### config.mk
export PLATFORM = sky130hd
export DESIGN_NAME = instr_mem_loader
export DESIGN_NICKNAME = d
export VERILOG_FILES = /design/src/rtl/instr_mem_pkg.sv /design/src/rtl/instr_ram.sv /design/src/rtl/instr_mem_loader.sv
export SDC_FILE = /design/constraint.sdc
export NUM_CORES = 1
export LEC_CHECK = 0
export CAP_MARGIN = 15
export CORE_MARGIN = 2
export CORE_UTILIZATION = 49
export DETAILED_ROUTE_END_ITERATION = 10
export PLACE_DENSITY = 0.61
export SETUP_SLACK_MARGIN = 0.1
export SYNTH_ARGS = -nofsm -noshare
export SYNTH_HDL_FRONTEND = slang
export SYNTH_SLANG_ARGS = --single-unit
### constraint.sdc
create_clock -name clk -period 4.3 [get_ports clk]
set_input_delay 0.43 -clock clk [delete_from_list [all_inputs] [get_ports clk]]
set_output_delay 0.43 -clock clk [all_outputs]
set_load 0.005 [all_outputs]
### src/rtl/instr_mem_pkg.sv
// Shared constants and loader state encoding for the instruction-fetch memory.
package instr_mem_pkg;

   localparam int ADDR_W = 6;
   localparam int DATA_W = 16;
   localparam int DEPTH  = 1 << ADDR_W;

   // Word count used when a load asks for 0 or more words than the store holds
   localparam logic [ADDR_W:0] FULL_LEN = (ADDR_W + 1)'(DEPTH);

   typedef enum logic [1:0] {
      IDLE    = 2'd0,
      RECV_HI = 2'd1,
      RECV_LO = 2'd2,
      RUN     = 2'd3
   } loader_state_t;

   // A length of 0, or one larger than the store, means "fill the whole store"
   function automatic logic [ADDR_W:0] clamp_len(input logic [ADDR_W:0] len);
      if (len == '0 || len > FULL_LEN) begin
         return FULL_LEN;
      end
      return len;
   endfunction

endpackage

### src/rtl/instr_ram.sv
// Instruction store: synchronous write port, asynchronous read port.
// Contents are never cleared by reset so a program survives a core restart.
module instr_ram
   import instr_mem_pkg::*;
(
   input  logic              clk,
   input  logic              we,
   input  logic [ADDR_W-1:0] waddr,
   input  logic [DATA_W-1:0] wdata,
   input  logic [ADDR_W-1:0] raddr,
   output logic [DATA_W-1:0] rdata
);

   logic [DATA_W-1:0] mem [DEPTH];

   // Write one word on the rising edge when enabled
   always_ff @(posedge clk) begin
      if (we) begin
         mem[waddr] <= wdata;
      end
   end

   // A read of the word being written returns the old value until the edge
   assign rdata = mem[raddr];

endmodule

### src/rtl/instr_mem_loader.sv
// Instruction memory with a byte-stream loader. Bytes arrive high byte first
// and are assembled into 16-bit words. The core is held in reset for the whole
// load and released one edge after the last word is written, so its first
// fetch from PC 0 sees the final contents.
module instr_mem_loader
   import instr_mem_pkg::*;
(
   input  logic              clk,
   input  logic              rst,
   input  logic [ADDR_W-1:0] pc_in,
   output logic [DATA_W-1:0] instr_out,
   input  logic              ld_start,
   input  logic [ADDR_W:0]   ld_len,
   input  logic [7:0]        ld_data,
   input  logic              ld_valid,
   output logic              ld_ready,
   output logic              core_rst,
   output logic              ld_busy,
   output logic              ld_done,
   output logic [ADDR_W:0]   word_cnt
);

   loader_state_t     state_q, state_d;
   logic [7:0]        hi_byte_q, hi_byte_d;
   logic [ADDR_W-1:0] wr_addr_q, wr_addr_d;
   logic [ADDR_W:0]   word_cnt_q, word_cnt_d;
   logic [ADDR_W:0]   len_q, len_d;
   logic              core_rst_q, core_rst_d;

   logic              accept;
   logic              we;
   logic [DATA_W-1:0] wdata;

   // Ready depends only on registered state so it never combinationally
   // follows ld_valid
   assign ld_ready  = (state_q == RECV_HI) || (state_q == RECV_LO);
   assign ld_busy   = ld_ready;
   assign ld_done   = (state_q == RUN);
   assign accept    = ld_valid && ld_ready;
   assign core_rst  = core_rst_q;
   assign word_cnt  = word_cnt_q;

   // Next-state, byte assembly and write strobe
   always_comb begin
      state_d    = state_q;
      hi_byte_d  = hi_byte_q;
      wr_addr_d  = wr_addr_q;
      word_cnt_d = word_cnt_q;
      len_d      = len_q;
      we         = 1'b0;
      wdata      = {hi_byte_q, ld_data};

      case (state_q)
         IDLE, RUN: begin
            if (ld_start) begin
               state_d    = RECV_HI;
               len_d      = clamp_len(ld_len);
               word_cnt_d = '0;
               wr_addr_d  = '0;
            end
         end
         RECV_HI: begin
            if (accept) begin
               hi_byte_d = ld_data;
               state_d   = RECV_LO;
            end
         end
         RECV_LO: begin
            if (accept) begin
               we         = 1'b1;
               word_cnt_d = word_cnt_q + 1'b1;
               if (word_cnt_d == len_q) begin
                  // Address stays on the last word written; no wrap to 0
                  state_d = RUN;
               end else begin
                  wr_addr_d = wr_addr_q + 1'b1;
                  state_d   = RECV_HI;
               end
            end
         end
         default: begin
            state_d = IDLE;
         end
      endcase

      // Release the core only after a full cycle spent in RUN; any exit from
      // RUN (a new load) reasserts it on the same edge
      core_rst_d = !((state_q == RUN) && (state_d == RUN));
   end

   // State registers with synchronous reset; memory is left untouched
   always_ff @(posedge clk) begin
      if (rst) begin
         state_q    <= IDLE;
         hi_byte_q  <= '0;
         wr_addr_q  <= '0;
         word_cnt_q <= '0;
         len_q      <= FULL_LEN;
         core_rst_q <= 1'b1;
      end else begin
         state_q    <= state_d;
         hi_byte_q  <= hi_byte_d;
         wr_addr_q  <= wr_addr_d;
         word_cnt_q <= word_cnt_d;
         len_q      <= len_d;
         core_rst_q <= core_rst_d;
      end
   end

   instr_ram u_ram (
      .clk   (clk),
      .we    (we),
      .waddr (wr_addr_q),
      .wdata (wdata),
      .raddr (pc_in),
      .rdata (instr_out)
   );

endmodule

[Word level (Yosys, flattened, before mapping)]
Memory sizes are Yosys's and may differ from the RTL's.
Cells that the tools add are included.
Storage, ports and cells
  output and inout bits: 27
  memories kept: 1
  word-level logic and storage cells: 52
  RAM bits: 1024
  bits in registers: 31
Cells by class
  reduce and logical (&&, ||, !) cells: 13
  mux-type cells: 21
  $lt $le $gt $ge: 1
  add/subtract/negate cells: 2
  equality and inequality tests: 8
Memories
  u_ram.mem: depth 64, width 16, rd ports 1, clocked after Yosys merged registers in 0, write ports 1, line instr_ram.sv:14  | logic [DATA_W-1:0] mem [DEPTH];
Operators with widths (number)
  7-bit 2-to-1 mux: 4
  6-bit 2-to-1 mux: 3
  7-bit case mux with 2 select lines: 1
  6-bit case mux with 2 select lines: 1
  2-bit 2-to-1 mux: 4
  7-bit by 1-bit adder with 7-bit output, second input constant: 1
  7-bit == test: 1
  7-bit greater-than comparator, second input constant: 1
  7-bit zero test: 1
  1-bit 2-to-1 mux: 7
  6-bit by 1-bit adder with 6-bit output, second input constant: 1
  2-bit == test, second input constant: 3
  2-bit != test, second input constant: 3
  2-bit case mux with 3 select lines: 1
  2-bit AND reduction: 2
  4-bit AND reduction: 1
  3-bit AND reduction: 1
  2-bit by 1-bit == test with 1-bit output, second input constant: 1
  1-bit logical AND: 2
  2-bit zero test: 1
  1-bit logical OR: 2
  2-bit nonzero test: 1
  2-bit OR reduction: 1
  1-bit zero test: 1

[Longest topological paths before layout]
  word-level depth: 8
  depth in mapped cells: 10

[By module]
A second synthesis with hierarchy kept.
Unflattened totals
  cell total of the unflattened synthesis: 2012
  area total of the unflattened synthesis: 41373.4 um^2
Modules (own cells, without submodules)
  instr_ram: instances 1, area an instance 39721.8 um^2, cells each 1813
  instr_mem_loader: instances 1, area an instance 1651.6 um^2, cells each 199

[Worst setup path before layout]
OpenSTA, ideal clock, no wires.
  path type: input -> output
  start: in pc_in[0]
  end: out instr_out[5]
  path buffers: 4
  setup slack: 1.680 ns
  cell stages on the path: 7
  data required time: 3.870 ns
  arrival: 2.190 ns
  cells stage by stage: buf_2 > buf_6 > buf_6 > buf_2 > mux4_2 > a221oi_1 > o221ai_1
Between the ends
  word-level cells in the longest chain between the ends: 1
Ends and longest elaborated chain
  start, declared: line instr_mem_loader.sv:10  | input logic [ADDR_W-1:0] pc_in,
  memory 64 x 16 bit
  end, declared: line instr_mem_loader.sv:11  | output logic [DATA_W-1:0] instr_out,
Every way passes these cells.

[Worst setup path after layout]
  start: mem u_ram.mem[38][10]
  end: out instr_out[10]
Between the ends
  word-level cells in the longest chain between the ends: 1
Ends and longest elaborated chain (line)
  start, declared: instr_ram.sv:14
  memory 64 x 16 bit
Every way passes these cells.

==> run summary <==
Placeable Area = 83300 um^2
Die area = 86000 um^2
Detailed-route vias per instance = 6.16
Post-Syn Nets = 1928
Final setup skew = 0.0145 ns
Worst-path clk slew = 0.06 ns
Total Nets Final = 2123
Tmin final = 3.93 ns
Max Cap Viol = 0
Syn avg cell area = 21.6 um^2
Routed Antenna Nets = 0
Post-CTS setup buffer count = 0
Area post-placement = 43400 um^2
WL met2 = 45300 um
Worst Tran Pin Value = 1.13 ns
Crit end category = output pin
Switch Pwr = 4.44 mW
Gr usage total = 0.230
Sequential share of power = 0.519
FF+latch count, synth = 1055
Req. time, crit path = 3.87 ns
Tot Pwr = 21.7 mW
GRT overflow = 0
Worst slew margin = 0.247
Clock power frac = 0.434
Highest metal used = met4
Wl on met1 = 41000 um
H-Tree Depth = 3
Area delta synth->final = 14.7%
Clock tree sinks = 1055
Top post-synthesis cells by area = edfxtp_1, mux4_2, dfxtp_1
Antenna Cells = 0
Sw Share = 0.204
Wire per inst = 29.7 um
Final hold vios = 0
CTS Buffer Depth = 3
Setup TNS = 0 ns
Die Y = 293 um
Hold Worst Slack = 0.114 ns
R2R Setup Slk = 1.49 ns
Synth Instances = 1898
CTS tree = yes
Io pins = 52
Async set or reset register ratio after synthesis = 0
Commonest non-fill, non-tap cell in the layout = edfxtp_1
Filler Cells Inserted = 6187
Hold buffers post-CTS = 0
FP Rows = 106
Maximum VDD drop = 310 uV
Finished Cell Area = 47000 um^2
Synthesis Warnings = 0
Critical Path Max Stage Delay = 0.69 ns
Area of the multi-input gates = 9010 um^2
TritonRoute pass-1 iters = 5
Final period utilization = 0.914
First-pass GRT wire length = 142000 um
Worst-Skew Late Latency = 0.67 ns
Critical Path Fanout Max = 1
Design internal power = 17.3 mW
Fmax = 254 MHz
Netlist Area Pre-Place = 41000 um^2
Routed WL = 97000 um
WP buf/inv = 1
Met3 Wirelength = 8140 um
Synth top area share = 0.750
Initial core utilization = 0.492
DP HPWL = 56700 um
Main synth FF type = edfxtp_1
Critical Path AT = 3.50 ns
Synth unique cells = 53
DR iter-0 viols = 2281
Most frequent cells in the layout = edfxtp_1, mux4_2, buf_4
CP cell instances = mux4_2 -> nor2b_1 -> a211oi_1 -> a211o_1 -> o2111ai_1 -> clkdlybuf4s50_1
Delay-heaviest family, CP = compound AO/OA/AOI/OAI gates
Resize count post-CTS = 0
DR vias = 20.1k
Largest net degree at the start of global routing = 66
Post-route DRC = 0
Routability cong. = 0.801
Sequential Area = 31400 um^2
Slowest-stage cell, CP = a211oi_1
CP startpoint kind = flop
Initial antenna violation count = 2
Worst hold path type = input port to flop
RSZ-0062 raised after global routing = false
Proportion of layout cells with a drive suffix above 1 = 0.294
Number of flops mapped to enable cells by yosys = 1024
Outcome = complete, no violations
IO Port Bufs = 51
Critical path class = flop to output pin
Max Transition Viols Final = 0
Vias in the first global route = 20.3k
Die Span X = 293 um
Seq/Total Area, Yosys = 0.765
# setup viols final = 0
Fin cells = 3266
Cell Pwr Density = 462 nW/um^2
Leakage = 14.6 nW
Comb pwr share = 0.047
Yosys top cell by area = edfxtp_1
Number of CTS-inserted buffers = 106
Placed cells = 3063
Root buf cell = clkbuf_16
## layout make-up
class,count,area share
sequential,1055,0.667
multi-input combinational,733,0.192
clock buffer,129,0.0598
timing repair buffer,191,0.0354
tap,1080,0.0287
clock inverter,72,0.0167
inverter,6,0.000479
## cell usage after synthesis, types with 16 or more instances
| cell type | count |
|---|---|
| nand3_1 | 23 |
| mux2_2 | 43 |
| edfxtp_1 | 1024 |
| a221oi_1 | 16 |
| mux4_2 | 268 |
| mux2i_1 | 29 |
| dfxtp_1 | 31 |
| buf_2 | 34 |
| clkbuf_1 | 30 |
| nand2_1 | 57 |
| o22ai_1 | 18 |
| a21oi_1 | 20 |
| o21ai_0 | 26 |
| nor2_1 | 97 |
## per-layer routing
layer  vias to the layer above  global-route usage
met4                         0              0.0655
met1                     10800               0.340
li1                       8360                   -
met3                       134              0.0446
met2                       855               0.353
met5                         -                   0
## worst reg2reg max path, delay by kind of cell (launching register included)
kind | cells | cell delay, ns
adders and majority gates | 1 | 0.37
buffers and inverters | 2 | 0.42
DFF | 1 | 0.36
and+or+nand+nor | 4 | 1.32
## kinds of logic (layout without fill, tap and decap cells)
| group | count (synthesis) | in the layout | synth area share |
|---|---|---|---|
| buffers and inverters | 110 | 398 | 0.0153 |
| DFF | 1055 | 1055 | 0.765 |
| and+or+nand+nor | 241 | 241 | 0.0272 |
| AOI/OAI and AO/OA | 138 | 138 | 0.0230 |
| xor gates and xnor gates | 9 | 9 | 0.00192 |
| muxes | 340 | 340 | 0.166 |
| adders and majority gates | 5 | 5 | 0.00153 |
## worst paths after layout
path                               startpoint                         end  depth (start not counted)
setup / recovery  u_ram.mem[38][10]$_DFFE_PP_               instr_out[10]                          6
hold / removal                     ld_data[3]  u_ram.mem[53][3]$_DFFE_PP_                          1
setup reg to reg        state_q[0]$_SDFF_PP0_   u_ram.mem[3][0]$_DFFE_PP_                          7
hold reg to reg         len_q[3]$_SDFFE_PP0P_       len_q[3]$_SDFFE_PP0P_                          2
## power by group through the flow
stage | Clock (mW) | Sequential (mW) | Combinational, mW
floorplan | 0 | 11.5 | 0.575
global placement | 0 | 11.5 | 1.00
detailed placement | 0 | 11.5 | 1.01
CTS | 9.58 | 11.3 | 1.02
global route | 9.98 | 11.3 | 1.08
finish | 9.43 | 11.3 | 1.02
## sequential cells by signal (all words and copies together), names as in the netlist
signal,flops
word_cnt,7
wr_addr_q,6
hi_byte_q,8
u_ram.mem,1024
len_q,7
core_rst,1
state_q,2
## through the flow
stage | setup slack, ns | utilization
6_report | 0.370 | 0.565
3_3_place_gp | 0.491 | 0.521
4_1_cts | 0.422 | 0.564
5_1_grt | 0.347 | 0.565
2_1_floorplan | 1.68 | -
3_5_place_dp | 0.515 | 0.521
Power figures use the tool's default switching activity.
